`src/rtl/sr_drv_pkg.sv`:
```
// Shared types and command encoding for the SR flip-flop driver.
// A command is the {S,R} pair driven to the flop for one cycle.
package sr_drv_pkg;

  typedef enum logic [1:0] {
    ST_IDLE   = 2'd0,
    ST_DRIVE  = 2'd1,
    ST_SETTLE = 2'd2,
    ST_CHECK  = 2'd3
  } state_t;

  localparam logic [1:0] CMD_HOLD    = 2'b00;
  localparam logic [1:0] CMD_RESET   = 2'b01;
  localparam logic [1:0] CMD_SET     = 2'b10;
  localparam logic [1:0] CMD_INVALID = 2'b11;

  // Move the flop only when the target differs from its believed state.
  function automatic logic [1:0] encode_cmd(input logic tgt, input logic q);
    if (tgt == q) return CMD_HOLD;
    return tgt ? CMD_SET : CMD_RESET;
  endfunction

endpackage

```
`src/rtl/sr_tgt_fifo.sv`:
```
// 1-bit synchronous FIFO holding pending target Q values.
// Pointers carry one extra wrap bit to tell full from empty.
module sr_tgt_fifo #(
  parameter int DEPTH = 4
) (
  input  logic clk,
  input  logic rst,
  input  logic push,
  input  logic pop,
  input  logic din,
  output logic dout,
  output logic full,
  output logic empty
);

  localparam int AW = $clog2(DEPTH);

  logic          mem [DEPTH];
  logic [AW:0]   wr_ptr;
  logic [AW:0]   rd_ptr;

  assign empty = (wr_ptr == rd_ptr);
  assign full  = (wr_ptr[AW] != rd_ptr[AW]) && (wr_ptr[AW-1:0] == rd_ptr[AW-1:0]);
  assign dout  = mem[rd_ptr[AW-1:0]];

  always_ff @(posedge clk or negedge rst) begin
    if (!rst) begin
      wr_ptr <= '0;
      rd_ptr <= '0;
    end else begin
      if (push && !full)  wr_ptr <= wr_ptr + 1'b1;
      if (pop  && !empty) rd_ptr <= rd_ptr + 1'b1;
    end
  end

  // Storage is data only; stale entries are unreachable after reset.
  always_ff @(posedge clk) begin
    if (push && !full) mem[wr_ptr[AW-1:0]] <= din;
  end

endmodule

```
`src/rtl/sr_ff_driver.sv`:
```
// Drives an SR flop from a stream of target Q values and checks Q after
// a settle window; S and R are registered and never both high.
module sr_ff_driver
  import sr_drv_pkg::*;
#(
  parameter int DEPTH  = 4,
  parameter int SETTLE = 1,
  parameter int CNT_W  = 8
) (
  input  logic             clk,
  input  logic             rst,
  input  logic             tgt_valid,
  input  logic             tgt_data,
  output logic             tgt_ready,
  output logic             S,
  output logic             R,
  input  logic             q_fb,
  output logic             busy,
  output logic             done,
  output logic             mismatch,
  output logic [CNT_W-1:0] err_cnt
);

  localparam int SC_W = (SETTLE > 1) ? $clog2(SETTLE) : 1;

  state_t            state;
  logic [1:0]        cmd;
  logic              q_model;
  logic              cur_tgt;
  logic [SC_W-1:0]   settle_cnt;

  logic              fifo_dout;
  logic              fifo_full;
  logic              fifo_empty;
  logic              push;
  logic              pop;

  function automatic logic [CNT_W-1:0] sat_inc(input logic [CNT_W-1:0] v);
    return (&v) ? v : v + 1'b1;
  endfunction

  assign tgt_ready = !fifo_full;
  assign push      = tgt_valid && tgt_ready;
  assign pop       = ((state == ST_IDLE) || (state == ST_CHECK)) && !fifo_empty;

  sr_tgt_fifo #(.DEPTH(DEPTH)) u_fifo (
    .clk   (clk),
    .rst   (rst),
    .push  (push),
    .pop   (pop),
    .din   (tgt_data),
    .dout  (fifo_dout),
    .full  (fifo_full),
    .empty (fifo_empty)
  );

  assign S        = cmd[1];
  assign R        = cmd[0];
  assign busy     = (state != ST_IDLE) || !fifo_empty;
  assign done     = (state == ST_CHECK);
  assign mismatch = done && (q_fb != cur_tgt);

  // The command is registered on the edge that enters DRIVE, so it is
  // visible for exactly the DRIVE cycle. From CHECK, q_fb is the fresh
  // flop state that q_model is about to take.
  always_ff @(posedge clk or negedge rst) begin
    if (!rst) begin
      state      <= ST_IDLE;
      cmd        <= CMD_HOLD;
      q_model    <= 1'b0;
      err_cnt    <= '0;
      settle_cnt <= '0;
    end else begin
      cmd <= CMD_HOLD;
      case (state)
        ST_IDLE: begin
          if (!fifo_empty) begin
            state <= ST_DRIVE;
            cmd   <= encode_cmd(fifo_dout, q_model);
          end
        end
        ST_DRIVE: begin
          settle_cnt <= '0;
          state      <= (SETTLE > 0) ? ST_SETTLE : ST_CHECK;
        end
        ST_SETTLE: begin
          if (int'(settle_cnt) >= SETTLE - 1) state <= ST_CHECK;
          else                                settle_cnt <= settle_cnt + 1'b1;
        end
        ST_CHECK: begin
          q_model <= q_fb;
          if (q_fb != cur_tgt) err_cnt <= sat_inc(err_cnt);
          if (!fifo_empty) begin
            state <= ST_DRIVE;
            cmd   <= encode_cmd(fifo_dout, q_fb);
          end else begin
            state <= ST_IDLE;
          end
        end
        default: state <= ST_IDLE;
      endcase
    end
  end

  always_ff @(posedge clk) begin
    if (pop) cur_tgt <= fifo_dout;
  end

  a_no_invalid_cmd: assert property (@(posedge clk) disable iff (!rst) cmd != CMD_INVALID);

endmodule

```
`config.mk`:
```
export PLATFORM = sky130hd
export DESIGN_NAME = sr_ff_driver
export DESIGN_NICKNAME = d
export VERILOG_FILES = /design/src/rtl/sr_drv_pkg.sv /design/src/rtl/sr_tgt_fifo.sv /design/src/rtl/sr_ff_driver.sv
export SDC_FILE = /design/constraint.sdc
export NUM_CORES = 1
export LEC_CHECK = 0
export ABC_AREA = 1
export CORE_ASPECT_RATIO = 1.1
export CORE_UTILIZATION = 45
export DETAILED_ROUTE_END_ITERATION = 8
export GPL_ROUTABILITY_DRIVEN = 0
export HOLD_SLACK_MARGIN = 0.05
export PLACE_DENSITY = 0.66
export RECOVER_POWER = 100
export REMOVE_ABC_BUFFERS = 1
export SYNTH_ARGS = -nofsm -noshare
export SYNTH_HDL_FRONTEND = slang
export SYNTH_SLANG_ARGS = --single-unit
```
`constraint.sdc`:
```
create_clock -name clk -period 1.4 [get_ports clk]
set_input_delay 0.42 -clock clk [delete_from_list [all_inputs] [get_ports clk]]
set_output_delay 0.42 -clock clk [all_outputs]
set_load 0.02 [all_outputs]
```
==> flow_summary.json <==
{
  "critPathCaptureType": "primary output",
  "num-nets-final": 250,
  "tightest_slew_ps": 499.0,
  "nFillCells": 222,
  "p_leak_nw": 1.076,
  "antenna_left": 0,
  "grt_pass1_wl_mm": 5.133,
  "yosysTopAreaCellShare_pct": 35.02,
  "holdWs_ps": 571.7,
  "yosys.area_share.simple_pct": 31.80,
  "slew_headroom_pct": 66.73,
  "layout_setup_ws_ps": -391.3,
  "clkLatencyLatePin_ps": 320,
  "numCtsBuffers": 3,
  "viasPerCell": 4.989,
  "critPathRequiredTime_ps": 980,
  "h-tree-depth": 1,
  "io_buffers": 18,
  "synth-compound-area-share_pct": 4.147,
  "max-vdd-ir-drop_mv": 1.679,
  "setup.worst_path.start_class": "flop",
  "synth_largest_area_cell": "dfrtp_1",
  "rr_startpoint": "err_cnt[2]",
  "drive_gt1_share_pct": 39.41,
  "ff2ff_path_depth": 9,
  "antenna_cells": 0,
  "syn_inst": 173,
  "clkSlewWorstSetupHoldPaths_ps": 140,
  "boundaryPins": 19,
  "wl_per_cell_um": 12.30,
  "finalClockSkew_ps": 6.416,
  "via_count": 1342,
  "seqPwrFrac_pct": 25.6,
  "maxCapViolations": 0,
  "die_y_um": 59.61,
  "p_int_w": 0.002582,
  "cts_tree": "done",
  "cts_sinks": 24,
  "fmax_mhz": 558.3,
  "worst_hold_path_type": "input pin to asynchronous set/reset pin",
  "multiInputGateArea_um2": 754.5,
  "p_clk_share_pct": 6.8,
  "grt_antenna_before_repair": 0,
  "synth-xor-area-share_pct": 2.581,
  "drc": 0,
  "sw_frac_of_total_pct": 45.28,
  "die_w_um": 54.37,
  "wl_mm": 3.309,
  "rsz0062_at_grt": "yes",
  "globalRouteOverflowTotal": 0,
  "path_max_fanout": 4,
  "synth_fa_ha_area_share_pct": 7.373,
  "synth_area_mm2": 0.001358,
  "cpPeakStageDelay_ps": 430,
  "utilization_pct": 71.81,
  "setup_violations": 11,
  "combPwrFrac_pct": 67.6,
  "muxShareOfSynthArea_pct": 0,
  "status": "finished with violations",
  "slew_viol_final": 0,
  "clk_path_buf_depth": 2,
  "seq_area_um2": 625.6,
  "crit-reg2reg-capture": "err_cnt[6]",
  "power_switching_w": 0.002137,
  "cp_slowest_cell": "dfrtp_1",
  "grt_pass1_vias": 1268,
  "clockRootBuffer": "clkbuf_4",
  "grt_usage_pct": 22.33,
  "drt_iter0_drc": 47,
  "syn_avg_cell_area_um2": 7.847,
  "grt_max_degree": 20,
  "initial_core_util_pct": 48.01,
  "netlist_top_cells_area": "dfrtp_1, nand2_1, edfxtp_1",
  "first_pass_iters": 4,
  "violations": "negative setup slack",
  "area_delta_synth_final_pct": 49.59,
  "synth_seq_area_share_pct": 46.08,
  "crit_type": "flop to primary output",
  "yosys_warnings": 0,
  "ff2ff_setup_slack_ps": -50,
  "design.core.area_mm2": 0.002828,
  "crit_chain": "inv_1, nand2_1, nand2_2, nor2_4, nand3_2, buf_6",
  "hold_violations": 0,
  "min_period_over_period_pct": 127.9,
  "synthDistinctLibCells": 20,
  "synth_top_family_by_area": "simple AND/OR/NAND/NOR gates",
  "ys_seq_elements": 24,
  "dp_hpwl_mm": 2.279,
  "critPathArrivalTime_ps": 1370,
  "die-area_mm2": 0.003241,
  "period_needed_ps": 1791,
  "std_cell_rows": 20,
  "power.density_mw_per_mm2": 2324,
  "cts-hold-fix-buffers": 0
}
-- layout by cell type, fill, tap and decap left out, drive strengths merged --
cell type	n
inv	29
nand3	7
dfrtp	19
xnor2	1
dlygate4sd2	1
clkdlybuf4s15	1
xor2	3
buf	45
nor3	2
nand3b	3
edfxtp	5
nand2	70
clkdlybuf4s50	1
nand4	4
dlygate4sd3	2
clkbuf	11
clkinv	1
o21ai	9
ha	8
nor2	12
a21oi	1
o22ai	1
-- how the worst max path moves through the flow --
| stage | from | endpoint | slack [ps] | cells past startpoint |
|---|---|---|---|---|
| 2_1_floorplan | state[1] | err_cnt[6] | -190 | 8 |
| 3_3_place_gp | q_fb | mismatch | -730 | 4 |
| 3_5_place_dp | q_fb | mismatch | -750 | 4 |
| 4_1_cts | u_fifo.wr_ptr[1] | busy | -390 | 6 |
| 5_1_grt | u_fifo.wr_ptr[0] | busy | -450 | 6 |
| 6_report | u_fifo.wr_ptr[0] | busy | -390 | 6 |
-- synthesized netlist by cell type --
cell type and instances:
nand2_1 63, inv_1 27, dfrtp_1 19, nor2_1 10, o21ai_0 9, ha_1 8
nand3_1 7, edfxtp_1 5, nand2_2 4, nand4_1 4, nand3b_1 3, xor2_1 3
inv_2 2, nand2_4 2, nor3_1 2, a21oi_1 1, nor2_2 1, nor2_4 1
o22ai_1 1, xnor2_1 1
-- through the flow --
step           setup TNS, ps  cells  setup WS (ps)  area [µm²]  total power [W]
2_1_floorplan          -1050    173         -186.2        1358         0.002596
3_3_place_gp           -4413    257         -733.0        1827         0.003688
3_5_place_dp           -4798    257         -751.4        1827         0.003815
4_1_cts                -1360    265         -390.3        1946         0.004393
5_1_grt                -2957    269         -446.4        2031         0.005133
6_report               -1512    269         -391.3        2031         0.004719
-- timing repair --
| action | in CTS | in global routing |
|---|---|---|
| cloned | 0 | 1 |
| setup endpoints to repair | 20 | 31 |
| setup buffers | 4 | 5 |
| gates resized for setup | 75 | 48 |
| pin swaps | 5 | 12 |
-- sequential cells by signal (all words and copies together), names as in the netlist --
signal,count
cmd,2
cur_tgt,1
err_cnt,8
q_model,1
state,2
u_fifo.mem,4
u_fifo.rd_ptr,3
u_fifo.wr_ptr,3
-- metal layers --
| metal | wire length [µm] | vias to the layer above | track usage (%) |
|---|---|---|---|
| li1 | - | 674 | - |
| met1 | 1309 | 638 | 24.64 |
| met2 | 1869 | 26 | 41.29 |
| met3 | 96 | 4 | 2.821 |
| met4 | 32 | 0 | 9.524 |
| met5 | 0 | - | 0 |
-- cells by family after synthesis --
| logic type | Yosys count |
|---|---|
| AO/OA/AOI/OAI | 11 |
| XOR/XNOR | 4 |
| adder cells (fa/ha/maj) | 8 |
| buffers and inverters | 29 |
| flip-flops | 24 |
| AND/OR/NAND/NOR | 97 |
-- power groups by stage --
| stage | registers, W | logic (W) | clock network [W] |
|---|---|---|---|
| after floorplan | 0.00133 | 0.00126 | 0 |
| after global placement | 0.00118 | 0.00251 | 0 |
| after detailed placement | 0.00120 | 0.00262 | 0 |
| after CTS | 0.00119 | 0.00288 | 0.000324 |
| after global routing | 0.00124 | 0.00353 | 0.000360 |
| final | 0.00121 | 0.00319 | 0.000322 |
-- area by class of cell --
type / count / area share, %
clock buffers: 3 / 1.109
clock inverters: 1 / 0.1848
inverters: 29 / 5.730
multi-input cells: 121 / 37.15
flip-flops and latches: 24 / 30.81
well taps: 33 / 2.033
repair buffers: 58 / 22.98
-- worst max-delay path, delay by kind of cell, from the launching register on --
family | cells | cell delay, ps
buf+inv | 2 | 220
simple gates | 4 | 410
flops | 1 | 430
No activity file was read; power rests on OpenSTA's default activity.
